[src/rtl/vadd_burst_mmu.sv]
// Burst memory unit for the lane-parallel vector adder: reads A and B in bursts, presents each
// A/B word pair to the adder in the same cycle as the B beat, buffers the sums and writes C back.
module vadd_burst_mmu #(
  parameter int MEM_LEN_BITS   = 8,
  parameter int MEM_ADDR_BITS  = 64,
  parameter int MEM_DATA_BITS  = 64,
  parameter int HOST_DATA_BITS = 32,
  parameter int ADDER_BITS     = 8,
  parameter int BURST_LEN      = 4
) (
  input  logic                      clock,
  input  logic                      reset,
  output logic                      mem_req_valid,
  output logic                      mem_req_opcode,
  output logic [MEM_LEN_BITS-1:0]   mem_req_len,
  output logic [MEM_ADDR_BITS-1:0]  mem_req_addr,
  output logic                      mem_wr_valid,
  output logic [MEM_DATA_BITS-1:0]  mem_wr_bits,
  input  logic                      mem_rd_valid,
  input  logic [MEM_DATA_BITS-1:0]  mem_rd_bits,
  output logic                      mem_rd_ready,
  input  logic                      launch,
  output logic                      finish,
  output logic                      event_counter_valid,
  output logic [HOST_DATA_BITS-1:0] event_counter_value,
  input  logic [HOST_DATA_BITS-1:0] length,
  input  logic [HOST_DATA_BITS-1:0] a_addr,
  input  logic [HOST_DATA_BITS-1:0] b_addr,
  input  logic [HOST_DATA_BITS-1:0] c_addr,
  output logic                      a_valid,
  output logic                      b_valid,
  output logic [MEM_DATA_BITS-1:0]  a_data,
  output logic [MEM_DATA_BITS-1:0]  b_data,
  input  logic [MEM_DATA_BITS-1:0]  c_data
);

  localparam int IDX_W = (BURST_LEN > 1) ? $clog2(BURST_LEN) : 1;
  localparam logic [HOST_DATA_BITS-1:0] BURST_H = HOST_DATA_BITS'(BURST_LEN);
  localparam logic [HOST_DATA_BITS-1:0] ONE_H   = HOST_DATA_BITS'(1'b1);

  if ((MEM_DATA_BITS % ADDER_BITS) != 0) begin : g_lane_guard
    $error("MEM_DATA_BITS must be a multiple of ADDER_BITS");
  end

  typedef enum logic [2:0] {
    IDLE      = 3'd0,
    RD_A_REQ  = 3'd1,
    RD_A_DATA = 3'd2,
    RD_B_REQ  = 3'd3,
    RD_B_DATA = 3'd4,
    WR_REQ    = 3'd5,
    WR_DATA   = 3'd6,
    DONE      = 3'd7
  } state_t;

  state_t                    state_q, state_d;
  logic [IDX_W-1:0]          beat_q, beat_d;
  logic [MEM_LEN_BITS-1:0]   chunk_len_q, chunk_len_d;
  logic [HOST_DATA_BITS-1:0] words_done_q, words_done_d;
  logic [HOST_DATA_BITS-1:0] length_q, length_d;
  logic [HOST_DATA_BITS-1:0] raddr_a_q, raddr_a_d;
  logic [HOST_DATA_BITS-1:0] raddr_b_q, raddr_b_d;
  logic [HOST_DATA_BITS-1:0] waddr_c_q, waddr_c_d;
  logic [HOST_DATA_BITS-1:0] cycle_q, cycle_d;
  logic                      finish_q, finish_d;
  logic [HOST_DATA_BITS-1:0] ecv_value_q, ecv_value_d;
  logic [MEM_DATA_BITS-1:0]  a_buf_q [BURST_LEN];
  logic [MEM_DATA_BITS-1:0]  a_buf_d [BURST_LEN];
  logic [MEM_DATA_BITS-1:0]  c_buf_q [BURST_LEN];
  logic [MEM_DATA_BITS-1:0]  c_buf_d [BURST_LEN];

  logic                      last_beat_s;
  logic [HOST_DATA_BITS-1:0] chunk_words_s;
  logic [HOST_DATA_BITS-1:0] words_next_s;
  logic [HOST_DATA_BITS-1:0] req_addr_s;
  logic                      operand_valid_s;

  // Burst length field (words-1) for the next chunk; remaining is never zero here.
  function automatic logic [MEM_LEN_BITS-1:0] chunk_len_f(input logic [HOST_DATA_BITS-1:0] remaining);
    logic [HOST_DATA_BITS-1:0] n;
    n = (remaining > BURST_H) ? BURST_H : remaining;
    return MEM_LEN_BITS'(n - ONE_H);
  endfunction

  assign last_beat_s   = (MEM_LEN_BITS'(beat_q) == chunk_len_q);
  assign chunk_words_s = HOST_DATA_BITS'(chunk_len_q) + ONE_H;
  assign words_next_s  = words_done_q + chunk_words_s;

  // Next-state, beat sequencing, buffer capture and address advance.
  always_comb begin
    state_d      = state_q;
    beat_d       = beat_q;
    chunk_len_d  = chunk_len_q;
    words_done_d = words_done_q;
    length_d     = length_q;
    raddr_a_d    = raddr_a_q;
    raddr_b_d    = raddr_b_q;
    waddr_c_d    = waddr_c_q;
    a_buf_d      = a_buf_q;
    c_buf_d      = c_buf_q;
    finish_d     = 1'b0;
    ecv_value_d  = '0;
    cycle_d      = (state_q == IDLE) ? '0 : (cycle_q + ONE_H);
    case (state_q)
      IDLE: begin
        length_d     = length;
        raddr_a_d    = a_addr;
        raddr_b_d    = b_addr;
        waddr_c_d    = c_addr;
        words_done_d = '0;
        beat_d       = '0;
        if (launch) begin
          if (length != '0) begin
            state_d     = RD_A_REQ;
            chunk_len_d = chunk_len_f(length);
          end else begin
            state_d = DONE;
          end
        end else begin
          state_d = IDLE;
        end
      end
      RD_A_REQ: state_d = RD_A_DATA;
      RD_A_DATA: begin
        if (mem_rd_valid) begin
          a_buf_d[beat_q] = mem_rd_bits;
          if (last_beat_s) begin
            beat_d  = '0;
            state_d = RD_B_REQ;
          end else begin
            beat_d = beat_q + IDX_W'(1'b1);
          end
        end else begin
          state_d = RD_A_DATA;
        end
      end
      RD_B_REQ: state_d = RD_B_DATA;
      RD_B_DATA: begin
        if (mem_rd_valid) begin
          c_buf_d[beat_q] = c_data;
          if (last_beat_s) begin
            beat_d  = '0;
            state_d = WR_REQ;
          end else begin
            beat_d = beat_q + IDX_W'(1'b1);
          end
        end else begin
          state_d = RD_B_DATA;
        end
      end
      WR_REQ: state_d = WR_DATA;
      WR_DATA: begin
        if (last_beat_s) begin
          beat_d       = '0;
          raddr_a_d    = raddr_a_q + chunk_words_s;
          raddr_b_d    = raddr_b_q + chunk_words_s;
          waddr_c_d    = waddr_c_q + chunk_words_s;
          words_done_d = words_next_s;
          if (words_next_s == length_q) begin
            state_d = DONE;
          end else begin
            state_d     = RD_A_REQ;
            chunk_len_d = chunk_len_f(length_q - words_next_s);
          end
        end else begin
          beat_d = beat_q + IDX_W'(1'b1);
        end
      end
      DONE: begin
        finish_d    = 1'b1;
        ecv_value_d = cycle_q + ONE_H;
        state_d     = IDLE;
      end
      default: state_d = IDLE;
    endcase
  end

  // Memory-port strobes decoded from the current state.
  always_comb begin
    mem_req_valid  = 1'b0;
    mem_req_opcode = 1'b0;
    req_addr_s     = '0;
    mem_rd_ready   = 1'b0;
    mem_wr_valid   = 1'b0;
    case (state_q)
      RD_A_REQ: begin
        mem_req_valid = 1'b1;
        req_addr_s    = raddr_a_q;
      end
      RD_B_REQ: begin
        mem_req_valid = 1'b1;
        req_addr_s    = raddr_b_q;
      end
      WR_REQ: begin
        mem_req_valid  = 1'b1;
        mem_req_opcode = 1'b1;
        req_addr_s     = waddr_c_q;
      end
      RD_A_DATA, RD_B_DATA: mem_rd_ready = 1'b1;
      WR_DATA:              mem_wr_valid = 1'b1;
      default:              mem_req_valid = 1'b0;
    endcase
  end

  assign mem_req_len     = mem_req_valid ? chunk_len_q : '0;
  assign mem_req_addr    = MEM_ADDR_BITS'(req_addr_s);
  assign mem_wr_bits     = mem_wr_valid ? c_buf_q[beat_q] : '0;
  assign operand_valid_s = (state_q == RD_B_DATA) && mem_rd_valid;
  assign a_valid         = operand_valid_s;
  assign b_valid         = operand_valid_s;
  assign a_data          = operand_valid_s ? a_buf_q[beat_q] : '0;
  assign b_data          = operand_valid_s ? mem_rd_bits : '0;
  assign finish              = finish_q;
  assign event_counter_valid = finish_q;
  assign event_counter_value = ecv_value_q;

  // State register; reset aborts any burst in flight and reloads the host values.
  always_ff @(posedge clock) begin
    if (reset) begin
      state_q      <= IDLE;
      beat_q       <= '0;
      chunk_len_q  <= '0;
      words_done_q <= '0;
      length_q     <= length;
      raddr_a_q    <= a_addr;
      raddr_b_q    <= b_addr;
      waddr_c_q    <= c_addr;
      cycle_q      <= '0;
      finish_q     <= 1'b0;
      ecv_value_q  <= '0;
      for (int i = 0; i < BURST_LEN; i++) begin
        a_buf_q[i] <= '0;
        c_buf_q[i] <= '0;
      end
    end else begin
      state_q      <= state_d;
      beat_q       <= beat_d;
      chunk_len_q  <= chunk_len_d;
      words_done_q <= words_done_d;
      length_q     <= length_d;
      raddr_a_q    <= raddr_a_d;
      raddr_b_q    <= raddr_b_d;
      waddr_c_q    <= waddr_c_d;
      cycle_q      <= cycle_d;
      finish_q     <= finish_d;
      ecv_value_q  <= ecv_value_d;
      a_buf_q      <= a_buf_d;
      c_buf_q      <= c_buf_d;
    end
  end

endmodule

[config.mk]
export PLATFORM = sky130hd
export DESIGN_NAME = vadd_burst_mmu
export DESIGN_NICKNAME = d
export VERILOG_FILES = /design/src/rtl/vadd_burst_mmu.sv
export SDC_FILE = /design/constraint.sdc
export NUM_CORES = 2
export LEC_CHECK = 0
export BUFFER_PORTS_ARGS = -buffer_cell sky130_fd_sc_hd__buf_4
export CORE_ASPECT_RATIO = 0.9
export CORE_MARGIN = 5
export CORE_UTILIZATION = 58
export DETAILED_ROUTE_END_ITERATION = 7
export GPL_ROUTABILITY_DRIVEN = 0
export PLACE_DENSITY = 0.81
export SKIP_CTS_REPAIR_TIMING = 1
export SYNTH_ARGS = -nofsm -noshare
export SYNTH_HDL_FRONTEND = slang
export SYNTH_SLANG_ARGS = --single-unit
[constraint.sdc]
create_clock -name clock -period 7.3 [get_ports clock]
set_input_delay 0.73 -clock clock [delete_from_list [all_inputs] [get_ports clock]]
set_output_delay 0.73 -clock clock [all_outputs]
set_load 0.03 [all_outputs]
==> flow_metrics.py <==
metrics = {
    "critical_path": {
        "worstPathRequired_ps": 7850,
        "path_max_fanout": 10,
        "cp_slowest_stage_delay_ps": 450,
        "crit_path_start_kind": "flip-flop",
        "crit_buf_inv": 3,
        "path_common_cell": "a21oi_1",
        "rr_worst_depth": 29,
        "critPathCaptureType": "flip-flop",
        "reg2reg_setup_slack_ps": 280,
        "critPathTopFamily": "compound AO/OA/AOI/OAI gates",
        "crit_slowest_cell": "dfxtp_1",
        "rr_startpoint": "chunk_len_q[1]",
        "crit_arrival_ps": 7570,
        "criticalPathCategory": "reg -> reg",
        "worst_r2r_endpoint": "chunk_len_q[1]",
    },
    "synth": {
        "synth_cell_types": 79,
        "ys.flop_type": "dfxtp_1",
        "synth-seq-cells": 750,
        "avgSynthCellArea_um2": 8.450,
        "async_reset_ff_share_pct": 0,
        "synth_edf_count": 128,
        "yosysWarnings": 0,
        "netlist_area_um2": 37100,
        "yosys.area.top_type": "dfxtp_1",
        "yosys.area.top_type_share_pct": 33.57,
        "synthCells": 4390,
        "synth_seq_area_share_pct": 43.93,
        "synth_area_leaders": "dfxtp_1 (34%), nand2_1 (13%), edfxtp_1 (10%)",
    },
    "layout": {
        "drive_gt1_share_pct": 18.00,
        "final_area_um2": 43870,
        "layout.nets": 5075,
        "area_growth_pct": 18.27,
    },
    "sta": {
        "finalHoldViolCount": 0,
        "tns_ps": 0,
        "timing.final.crit_share_pct": 96.19,
        "relSlewSlack_pct": 23.94,
        "worst_pin_slew_ps": 1141,
        "grt_setup_unrepaired": "false",
        "maxSlewViolCount": 0,
        "finClkSkew_ps": 33.22,
        "setup_violations": 0,
        "fmax_mhz": 142.4,
        "fin_crit_ps": 7022,
    },
    "placement": {
        "numPortBuffers": 531,
        "hpwlAfterDp_um": 69400,
        "postPlaceCellArea_um2": 41250,
    },
    "clock_tree": {
        "cts-buffers-inserted": 76,
        "cts-root-buf": "clkbuf_16",
        "clock_path_buffers": 3,
        "clkSinkCount": 750,
        "htreeDepth": 3,
        "clock_latency_ps": 640,
        "path_clk_slew_ps": 60,
        "cts_tree": "built",
    },
    "power": {
        "vdd_drop_max_mv": 0.2521,
        "power_mw": 12.04,
        "p_per_area_nw_per_um2": 274.5,
        "leakagePower_nw": 16.41,
    },
    "grt": {
        "grt_pass1_wl_um": 170400,
        "first_global_vias": 31510,
        "antenna_found_initial": 13,
        "track_usage_pct": 29.96,
        "grt_max_degree": 220,
        "grt_remaining_overflow": 0,
    },
    "floorplanning": {
        "row_count": 88,
        "die_h_um": 249.9,
        "die_area_um2": 69120,
        "fp.dieW_um": 276.6,
        "initial_core_util_pct": 58.19,
        "core-area_um2": 63750,
        "num_io_pins": 564,
    },
    "min_path": {
        "hold_depth": 1,
        "min_from": "length[25]",
        "hp-class": "in -> reg",
        "hold_end": "length_q[25]",
    },
    "detailed_routing": {
        "vias": 32950,
        "wl_per_cell_um": 19.36,
        "drtIter0Drc": 3222,
        "routed_wl_um": 109600,
        "drtAntennaViolNets": 0,
        "drc_errors": 0,
        "vias_per_cell": 5.819,
        "firstDrtPassIters": 6,
    },
    "job": {
        "maxCapViolCount": 0,
    },
    "outcome": {
        "status": "finished, final reports clean",
    },
}
cells by family after synthesis:
family,share of synthesized area [%]
XOR/XNOR,3.825
AND/OR/NAND/NOR,22.78
multiplexers,8.783
AO/OA/AOI/OAI,13.65
other,0.01011
adder cells (fa/ha/maj),2.800
flip-flops,43.93
buffers and inverters,4.223
state kept, by name, indices dropped and copies added, names as in the netlist:
signal               cells
length_q                32
raddr_b_q               32
event_counter_valid      1
chunk_len_q              8
a_buf_q                256
words_done_q            32
c_buf_q                256
state_q                  3
waddr_c_q               32
cycle_q                 32
raddr_a_q               32
event_counter_value     32
beat_q                   2
layout make-up:
class	count	area [µm²]
fillers	5045	19880
diodes	12	30.03
well taps	855	1070
inverters	46	175.2
clock buffers	112	2220
clock inverters	26	335.3
repair buffers	568	4297
multi-input cells	3293	19440
flip-flops and latches	750	16300
where the power goes:
group	internal [mW]	switching, mW
Clock	2.25	1.71
Combinational	1.19	1.93
Sequential	4.63	0.328
Total	8.07	3.98
worst register-to-register path, delay by kind of cell (launching register included):
kind,cells,cell delay [ps]
adders and majority gates,4,1250
xor gates and xnor gates,2,460
AOI/OAI and AO/OA,12,2560
buffers and inverters,3,460
DFF,1,450
and+or+nand+nor,8,1740
Yosys cell counts (29+ instances only):
| cell | number |
|---|---|
| nand2_1 | 1281 |
| dfxtp_1 | 622 |
| a21oi_1 | 585 |
| clkbuf_1 | 275 |
| and2_1 | 245 |
| o21ai_0 | 177 |
| nor2_1 | 147 |
| edfxtp_1 | 128 |
| mux4_2 | 128 |
| xor2_1 | 94 |
| ha_1 | 75 |
| nand3_1 | 75 |
| xnor2_1 | 68 |
| and3_1 | 64 |
| inv_1 | 46 |
| buf_4 | 34 |
| mux2i_1 | 33 |
| a21o_1 | 29 |
| nor3_1 | 29 |
worst max path at each step:
| stage | startpoint | to | slack, ps | depth (start not counted) |
|---|---|---|---|---|
| 6_report | chunk_len_q[1] | chunk_len_q[1] | 280 | 29 |
| 5_1_grt | chunk_len_q[0] | chunk_len_q[1] | 70 | 29 |
| 4_1_cts | chunk_len_q[0] | chunk_len_q[1] | 350 | 28 |
| 3_5_place_dp | chunk_len_q[1] | chunk_len_q[1] | 420 | 28 |
| 3_3_place_gp | chunk_len_q[0] | chunk_len_q[1] | 600 | 28 |
| 2_1_floorplan | chunk_len_q[0] | chunk_len_q[1] | 1130 | 28 |
placed cells by master, fill, tap and decap left out, types with 12 or more instances in the layout:
master,instances
clkinv_2,12
o21bai_1,14
nor2b_1,18
nand2_1,1272
inv_1,44
nand4_1,24
clkbuf_16,78
buf_4,565
mux4_2,128
clkbuf_1,20
and3_1,64
diode_2,12
dfxtp_1,619
clkbuf_8,14
a21oi_1,585
conb_1,32
nor2_1,146
a31oi_1,14
nand3_1,75
ha_1,74
a211oi_1,13
nor3_1,28
o21ai_0,177
edfxtp_1,128
xor2_1,93
xnor2_1,67
mux2i_1,33
a21o_1,29
and2_1,237
per-stage QoR:
stage / hold slack (ps) / setup WS, ps / util, % / std cells
2_1_floorplan: 431.5 / 1130 / - / 4421
3_3_place_gp: 438.3 / 601.0 / 64.71 / 5510
3_5_place_dp: 443.6 / 418.3 / 64.71 / 5510
4_1_cts: 265.7 / 350.4 / 68.72 / 5648
5_1_grt: 264.0 / 69.45 / 68.80 / 5658
6_report: 297.8 / 278.5 / 68.82 / 5662
layer usage:
layer	routed length, µm	share of wire, %	track usage (%)	up-vias
met4	4540	4.1	12.43	4
met2	51530	47	48.41	1468
met5	23	0.021	0	-
li1	-	-	-	15560
met3	9966	9.1	6.323	278
met1	43550	40	39.52	15630
Power figures use the tool's default switching activity.
